===== config.mk =====
export PLATFORM = sky130hd
export DESIGN_NAME = ppu_tile_render_fsm_n
export DESIGN_NICKNAME = d
export VERILOG_FILES = /design/src/rtl/ppu_tile_render_fsm_n.sv
export SDC_FILE = /design/constraint.sdc
export NUM_CORES = 2
export LEC_CHECK = 0
export CAP_MARGIN = 20
export CORE_MARGIN = 10
export CORE_UTILIZATION = 60
export CTS_BUF_LIST = sky130_fd_sc_hd__clkbuf_4 sky130_fd_sc_hd__clkbuf_8
export CTS_CLUSTER_SIZE = 16
export DETAILED_ROUTE_END_ITERATION = 16
export PLACE_DENSITY = 0.88
export SYNTH_ARGS = -nofsm -noshare
export SYNTH_HDL_FRONTEND = slang
export SYNTH_SLANG_ARGS = --single-unit

===== constraint.sdc =====
create_clock -name clk -period 13.77 [get_ports clk]
set_input_delay 2.754 -clock clk [delete_from_list [all_inputs] [get_ports clk]]
set_output_delay 2.754 -clock clk [all_outputs]
set_load 0.03 [all_outputs]

===== src/rtl/ppu_tile_render_fsm_n.sv =====
// rtl/ppu_tile_render_fsm_n.sv - PPU tile-row renderer: VRAM fetch, sprite/BG composition, VGA writes
module ppu_tile_render_fsm_n #(
    parameter int NUM_SPRITES = 8,
    parameter int VRAM_AW     = 16
) (
    input  logic                     clk,
    input  logic                     rst,
    input  logic                     start,
    input  logic [8:0]               curr_row,
    input  logic [8:0]               curr_col,
    output logic [VRAM_AW-1:0]       vram_addr,
    input  logic [7:0]               vram_data_in,
    input  logic [7:0]               ppu_ctrl1,
    input  logic [7:0]               ppu_ctrl2,
    input  logic [127:0]             bacground_colors,
    input  logic [15:0]              background_pattern_base,
    input  logic [15:0]              nametable_ptr,
    input  logic [2:0]               pattern_table_offset,
    input  logic [15:0]              attr_ptr,
    input  logic [1:0]               attr_shift,
    input  logic [127:0]             sprite_colors,
    input  logic [15:0]              sprite_pattern_base,
    input  logic [NUM_SPRITES-1:0]   sprite_on_tile,
    input  logic [8*NUM_SPRITES-1:0] sprite_tile_num,
    input  logic [8*NUM_SPRITES-1:0] sprite_row,
    input  logic [8*NUM_SPRITES-1:0] sprite_col,
    input  logic [8*NUM_SPRITES-1:0] sprite_attr,
    output logic [8:0]               vga_ram_row,
    output logic [8:0]               vga_ram_col,
    output logic [7:0]               vga_ram_data,
    output logic                     vga_write_en,
    output logic                     busy,
    output logic [NUM_SPRITES-1:0]   sprite_hit
);
    localparam int SW = (NUM_SPRITES > 1) ? $clog2(NUM_SPRITES) : 1;

    typedef enum logic [3:0] {
        S_IDLE, S_NT_A, S_NT_D, S_AT_A, S_AT_D, S_BL_A, S_BL_D, S_BH_A, S_BH_D,
        S_SL_A, S_SL_D, S_SH_A, S_SH_D, S_WR
    } state_t;

    state_t r_state, w_next;

    // Segment parameters frozen at start
    logic [8:0]               r_row, r_col;
    logic                     r_tall, r_bg_en, r_spr_en;
    logic [127:0]             r_bg_colors, r_spr_colors;
    logic [15:0]              r_bg_base, r_nt_ptr, r_attr_ptr, r_spr_base;
    logic [2:0]               r_pt_off;
    logic [1:0]               r_attr_shift;
    logic [NUM_SPRITES-1:0]   r_spr_on;
    logic [8*NUM_SPRITES-1:0] r_spr_tile, r_spr_row, r_spr_col, r_spr_attr;

    // Fetched bytes and sequencing
    logic [7:0]               r_nt, r_at, r_bg_lo, r_bg_hi;
    logic [8*NUM_SPRITES-1:0] r_sp_lo, r_sp_hi;
    logic [SW-1:0]            r_spr;
    logic [2:0]               r_pix;
    logic [NUM_SPRITES-1:0]   r_hit;

    logic w_unused_ctrl;
    assign w_unused_ctrl = ^{ppu_ctrl1[7:6], ppu_ctrl1[4:0], ppu_ctrl2[7:5], ppu_ctrl2[2:0]};

    logic w_last_spr;
    assign w_last_spr = (r_spr == SW'(NUM_SPRITES - 1));

    // Address of the current sprite slot's low pattern byte
    logic [7:0]  w_s_tile, w_s_row, w_s_attr, w_s_tile2;
    logic [8:0]  w_s_dy;
    logic [3:0]  w_s_dyv;
    logic [15:0] w_sp_addr, w_bg_lo_addr;
    logic [8:0]  w_h;

    assign w_h          = r_tall ? 9'd16 : 9'd8;
    assign w_s_tile     = r_spr_tile[8*r_spr +: 8];
    assign w_s_row      = r_spr_row[8*r_spr +: 8];
    assign w_s_attr     = r_spr_attr[8*r_spr +: 8];
    assign w_s_dy       = r_row - {1'b0, w_s_row};
    assign w_s_dyv      = w_s_attr[7] ? (w_h[3:0] - 4'd1 - w_s_dy[3:0]) : w_s_dy[3:0];
    assign w_s_tile2    = {w_s_tile[7:1], 1'b0} + {7'd0, w_s_dyv[3]};
    assign w_sp_addr    = r_tall ? ((w_s_tile[0] ? 16'h1000 : 16'h0000) + {4'd0, w_s_tile2, 4'd0}
                                    + {13'd0, w_s_dyv[2:0]})
                                 : (r_spr_base + {4'd0, w_s_tile, 4'd0} + {13'd0, w_s_dyv[2:0]});
    assign w_bg_lo_addr = r_bg_base + {4'd0, r_nt, 4'd0} + {13'd0, r_pt_off};

    // Pixel composition for the current WR cycle
    logic [9:0] w_x;
    logic       w_on;
    logic [2:0] w_bg_bit;
    logic [1:0] w_bg_val, w_pal;
    logic       w_bg_opq;
    logic [7:0] w_bg_color;

    assign w_x        = {r_col[8], r_col} + {7'd0, r_pix};
    assign w_on       = (w_x[9:8] == 2'b00);
    assign w_bg_bit   = 3'd7 - r_pix;
    assign w_bg_val   = r_bg_en ? {r_bg_hi[w_bg_bit], r_bg_lo[w_bg_bit]} : 2'b00;
    assign w_bg_opq   = (w_bg_val != 2'b00);
    assign w_pal      = r_at[{r_attr_shift, 1'b0} +: 2];
    assign w_bg_color = r_bg_colors[{w_pal, w_bg_val, 3'b000} +: 8];

    logic [NUM_SPRITES-1:0]   w_opq, w_hit_set;
    logic [2*NUM_SPRITES-1:0] w_vals;

    for (genvar gi = 0; gi < NUM_SPRITES; gi++) begin : g_slot
        logic [8:0] w_dy;
        logic [9:0] w_dx_full;
        logic [2:0] w_dx, w_bit;
        logic [7:0] w_lo, w_hi;
        logic [1:0] w_val;
        assign w_dy          = r_row - {1'b0, r_spr_row[8*gi +: 8]};
        assign w_dx_full     = w_x - {2'b00, r_spr_col[8*gi +: 8]};
        assign w_dx          = r_spr_attr[8*gi + 6] ? ~w_dx_full[2:0] : w_dx_full[2:0];
        assign w_bit         = 3'd7 - w_dx;
        assign w_lo          = r_sp_lo[8*gi +: 8];
        assign w_hi          = r_sp_hi[8*gi +: 8];
        assign w_val         = {w_hi[w_bit], w_lo[w_bit]};
        assign w_opq[gi]     = r_spr_on[gi] & r_spr_en & (w_dy < w_h)
                               & (w_dx_full[9:3] == 7'd0) & (w_val != 2'b00);
        assign w_vals[2*gi +: 2] = w_val;
        assign w_hit_set[gi] = w_opq[gi] & w_bg_opq & w_on;
    end

    // Lowest-index opaque sprite wins, then priority against the background
    logic       w_win;
    logic [1:0] w_win_val;
    logic [7:0] w_win_attr, w_pix_color;
    always_comb begin
        w_win      = 1'b0;
        w_win_val  = 2'b00;
        w_win_attr = 8'h00;
        for (int i = NUM_SPRITES - 1; i >= 0; i--) begin
            if (w_opq[i]) begin
                w_win      = 1'b1;
                w_win_val  = w_vals[2*i +: 2];
                w_win_attr = r_spr_attr[8*i +: 8];
            end
        end
        if (w_win && (!w_win_attr[5] || !w_bg_opq))
            w_pix_color = r_spr_colors[{w_win_attr[1:0], w_win_val, 3'b000} +: 8];
        else if (w_bg_opq)
            w_pix_color = w_bg_color;
        else
            w_pix_color = r_bg_colors[7:0];
    end

    // State register
    always_ff @(posedge clk or negedge rst) begin
        if (!rst) r_state <= S_IDLE;
        else      r_state <= w_next;
    end

    // Next-state sequencing: fixed fetch order, then eight write cycles
    always_comb begin
        w_next = r_state;
        case (r_state)
            S_IDLE:  if (start) w_next = S_NT_A;
            S_NT_A:  w_next = S_NT_D;
            S_NT_D:  w_next = S_AT_A;
            S_AT_A:  w_next = S_AT_D;
            S_AT_D:  w_next = S_BL_A;
            S_BL_A:  w_next = S_BL_D;
            S_BL_D:  w_next = S_BH_A;
            S_BH_A:  w_next = S_BH_D;
            S_BH_D:  w_next = S_SL_A;
            S_SL_A:  w_next = S_SL_D;
            S_SL_D:  w_next = S_SH_A;
            S_SH_A:  w_next = S_SH_D;
            S_SH_D:  w_next = w_last_spr ? S_WR : S_SL_A;
            S_WR:    if (r_pix == 3'd7) w_next = S_IDLE;
            default: w_next = S_IDLE;
        endcase
    end

    // Outputs decoded from the current state
    logic [15:0] w_addr16;
    always_comb begin
        case (r_state)
            S_NT_A:  w_addr16 = r_nt_ptr;
            S_AT_A:  w_addr16 = r_attr_ptr;
            S_BL_A:  w_addr16 = w_bg_lo_addr;
            S_BH_A:  w_addr16 = w_bg_lo_addr + 16'd8;
            S_SL_A:  w_addr16 = w_sp_addr;
            S_SH_A:  w_addr16 = w_sp_addr + 16'd8;
            default: w_addr16 = 16'h0000;
        endcase
        vram_addr    = VRAM_AW'(w_addr16);
        busy         = (r_state != S_IDLE);
        vga_write_en = (r_state == S_WR) && w_on;
        vga_ram_row  = (r_state == S_WR) ? r_row : 9'd0;
        vga_ram_col  = (r_state == S_WR) ? w_x[8:0] : 9'd0;
        vga_ram_data = (r_state == S_WR) ? w_pix_color : 8'h00;
    end

    assign sprite_hit = r_hit;

    // Input capture, VRAM byte capture, counters and sticky hit flags
    always_ff @(posedge clk or negedge rst) begin
        if (!rst) begin
            r_row <= '0; r_col <= '0; r_tall <= 1'b0; r_bg_en <= 1'b0; r_spr_en <= 1'b0;
            r_bg_colors <= '0; r_spr_colors <= '0; r_bg_base <= '0; r_nt_ptr <= '0;
            r_attr_ptr <= '0; r_spr_base <= '0; r_pt_off <= '0; r_attr_shift <= '0;
            r_spr_on <= '0; r_spr_tile <= '0; r_spr_row <= '0; r_spr_col <= '0; r_spr_attr <= '0;
            r_nt <= '0; r_at <= '0; r_bg_lo <= '0; r_bg_hi <= '0; r_sp_lo <= '0; r_sp_hi <= '0;
            r_spr <= '0; r_pix <= '0; r_hit <= '0;
        end else begin
            case (r_state)
                S_IDLE: if (start) begin
                    r_row        <= curr_row;
                    r_col        <= curr_col;
                    r_tall       <= ppu_ctrl1[5];
                    r_bg_en      <= ppu_ctrl2[3];
                    r_spr_en     <= ppu_ctrl2[4];
                    r_bg_colors  <= bacground_colors;
                    r_spr_colors <= sprite_colors;
                    r_bg_base    <= background_pattern_base;
                    r_nt_ptr     <= nametable_ptr;
                    r_attr_ptr   <= attr_ptr;
                    r_spr_base   <= sprite_pattern_base;
                    r_pt_off     <= pattern_table_offset;
                    r_attr_shift <= attr_shift;
                    r_spr_on     <= sprite_on_tile;
                    r_spr_tile   <= sprite_tile_num;
                    r_spr_row    <= sprite_row;
                    r_spr_col    <= sprite_col;
                    r_spr_attr   <= sprite_attr;
                    r_spr        <= '0;
                    r_pix        <= '0;
                    r_hit        <= '0;
                end
                S_NT_D: r_nt    <= vram_data_in;
                S_AT_D: r_at    <= vram_data_in;
                S_BL_D: r_bg_lo <= vram_data_in;
                S_BH_D: r_bg_hi <= vram_data_in;
                S_SL_D: r_sp_lo[8*r_spr +: 8] <= vram_data_in;
                S_SH_D: begin
                    r_sp_hi[8*r_spr +: 8] <= vram_data_in;
                    if (!w_last_spr) r_spr <= r_spr + 1'b1;
                end
                S_WR: begin
                    r_pix <= r_pix + 3'd1;
                    r_hit <= r_hit | w_hit_set;
                end
                default: ;
            endcase
        end
    end
endmodule

==> flow_metrics.tcl <==
set metrics [dict create \
    grt_overflow_total 0 \
    pre_cts_ws_ps 2750 \
    cp.required_ps 11020 \
    crit_start "r_pix[0]" \
    synthArstFlopShare 1.000 \
    start_util 0.6048 \
    slew_headroom 0.1868 \
    syn_avg_cell_area_um2 8.918 \
    swShare 0.4730 \
    antenna_left 0 \
    portBuffers 636 \
    rr_worst_depth 13 \
    syn_nets 5657 \
    root_buffer "clkbuf_8" \
    power_density_nw_per_um2 274.0 \
    clockPowerShare 0.145 \
    peakVddDrop_uv 224.3 \
    seqPwrFrac 0.266 \
    syn_inst 4848 \
    grt_start_max_net_pins 219 \
    die_w_um 288.4 \
    yosysWarnings 0 \
    grt_usage 0.3650 \
    fp.dieH_um 288.4 \
    holdWs_ps 473.8 \
    grt_pass1_vias 39270 \
    fin_setup_tns_ps 0 \
    cts_hold_buf 0 \
    dieArea_um2 83190 \
    cts_tree "done" \
    instances_no_fill 6516 \
    holdPathStages 2 \
    cts_setup_buffers 0 \
    tightest_slew_ps 1204 \
    regArea_um2 18820 \
    max_freq_mhz 84.26 \
    hold_viol 0 \
    synth_area_leaders "dfrtp_1 44%, nand2_1 15%, mux4_2 5.6%" \
    setup-violations-final 0 \
    wl_um 157300 \
    skew_ps 45.43 \
    rsz0062_at_grt "no" \
    clockBufferDepth 3 \
    wl_per_cell_um 24.14 \
    ys_seq_area_frac 0.4352 \
    place_congestion 1.003 \
    hold_path_class "flop to flop" \
    via_count 40260 \
    cts.repair.resized 0 \
    power.leakage_nw 25.04 \
    p_switching_w 0.006886 \
    dpl.cell_count 6238 \
    vias_per_cell 6.178 \
    drive_gt1_frac 0.09938 \
    critPathArrivalTime_ps 9110 \
    ys_types 95 \
    ys.flop_type "dfrtp_1" \
    nNetsFinal 6226 \
    rrSetupSlack_ps 8020 \
    synth_seq_cells 752 \
    final_max_slew_viol_count 0 \
    startpoint_type "flop" \
    drc 0 \
    min_period_ps 11870 \
    num_rows 98 \
    multiInputGateArea_um2 22850 \
    clock-sinks 752 \
    met2_length_um 70370 \
    h-tree-depth 3 \
    met1_length_um 57280 \
    antenna_found_initial 60 \
    syn_area_um2 43240 \
    reg2reg_from "r_pix[0]" \
    combPwrFrac 0.589 \
    fill_cells 4925 \
    grt_pass1_wl_um 232700 \
    area_growth_syn_to_layout_pct 22.92 \
    end_kind "output port" \
    first_pass_iters 6 \
    core_area_um2 71490 \
    netlist_top_cells_count "1711 x nand2_1, 752 x dfrtp_1, 288 x o21ai_0" \
    maxCapViolCount 0 \
    synth-edff-count 0 \
    top_layer "met5" \
    synth_top_area_cell "dfrtp_1" \
    initialDrtViolationCount 4784 \
    status "completed" \
    clk_latency_ps 770 \
    num_io_pins 686 \
    dr_wl_met3_um 17680 \
    cts_made_buffers 121 \
    hold_start "r_bg_colors[119]" \
    synth_most_common_cell "nand2_1" \
    finalCritPeriodShare 0.8619 \
    crit_type "flop to output port" \
    clk_pin_slew_ps 60 \
    setup_ws_ps 1902 \
    p_int_w 0.007674 \
    synth_top_cell_area_share 0.4352 \
    critical_path.max_fanout 12 \
    dpl.hpwl_um 115900 \
]
[per-layer routing]
| layer | up-vias | GRT usage |
|---|---|---|
| met5 | - | 0 |
| met4 | 32 | 0.2487 |
| met3 | 586 | 0.1031 |
| met2 | 2337 | 0.5554 |
| met1 | 19450 | 0.4493 |
| li1 | 17860 | - |
[worst max-delay path, stage by stage (launching register included)]
cell and delay, ps:
dfrtp_1 590, ha_1 290, inv_1 70, fa_1 1040
inv_1 530, ha_1 420, nor2b_1 140, o31a_1 250
xor2_1 140, nor4_1 750, or4b_1 550, nor3_1 680
a221oi_1 220, nand4_1 250, nand3_1 510, buf_4 430
mux2i_1 230, nand3_1 110, a41oi_1 380, o21ai_1 130
clkdlybuf4s50_1 640
[area by class of cell]
type / count / share of cell area
antenna: 52 / 0.002449
clock buffer: 193 / 0.04421
clock inverter: 27 / 0.005344
inverter: 180 / 0.01271
multi-input combinational: 3675 / 0.4299
sequential: 752 / 0.3541
tap: 950 / 0.02237
timing repair buffer: 687 / 0.1289
[layout by cell type, fill, tap and decap left out, types with 45 or more instances in the layout]
cell type        count
nand3_1             63
nand2_1           1709
mux2_2             124
mux4_2             107
mux2i_1            119
nor2_1             142
xor2_1              45
inv_1              179
clkbuf_8           144
ha_1               163
nor2b_1             45
clkdlybuf4s50_1    635
dfrtp_1            751
nor3_1              60
clkbuf_4            51
xnor2_1             47
a21oi_1            123
diode_2             52
o21ai_0            288
[flip-flops by register name, indices dropped and copies added (netlist names), 40 cells and up]
signal and count:
r_spr_colors 116, r_spr_col 64, r_sp_lo 64, r_bg_colors 128
r_spr_attr 40, r_spr_row 64, r_spr_tile 64, r_sp_hi 64
[cell families (layout without fill, tap and decap cells)]
group / Yosys count / after routing / synth area share
other: 0 / 52 / 0
flip-flops: 752 / 752 / 0.4352
AO/OA/AOI/OAI: 757 / 757 / 0.1122
buffers and inverters: 421 / 1087 / 0.03765
adder cells (fa/ha/maj): 175 / 175 / 0.05273
AND/OR/NAND/NOR: 2295 / 2295 / 0.2257
multiplexers: 351 / 351 / 0.1158
XOR/XNOR: 97 / 97 / 0.02063
[path summary, 6_finish.rpt]
path	to
max	vga_ram_data[2]
min	r_bg_colors[119]
max reg2reg	sprite_hit[3]
min reg2reg	r_bg_colors[119]
max in group asynchronous	r_spr_attr[39]
min in group asynchronous	r_spr_col[35]
[power groups by stage]
stage | sequential [W] | combinational (W) | clock [W]
3_3_place_gp | 0.00381 | 0.00801 | 0
3_5_place_dp | 0.00386 | 0.00827 | 0
5_1_grt | 0.00396 | 0.00924 | 0.00222
6_report | 0.00388 | 0.00857 | 0.00211
4_1_cts | 0.00384 | 0.00835 | 0.00212
2_1_floorplan | 0.00354 | 0.00591 | 0
[through the flow]
step | area [µm²] | power [W] | util
after floorplan | 43240 | 0.009454 | -
after global placement | 50300 | 0.01182 | 0.7037
after detailed placement | 50300 | 0.01213 | 0.7037
after CTS | 52940 | 0.01431 | 0.7405
after global routing | 53110 | 0.01542 | 0.7430
final | 53140 | 0.01456 | 0.7434
Power figures use the tool's default switching activity.
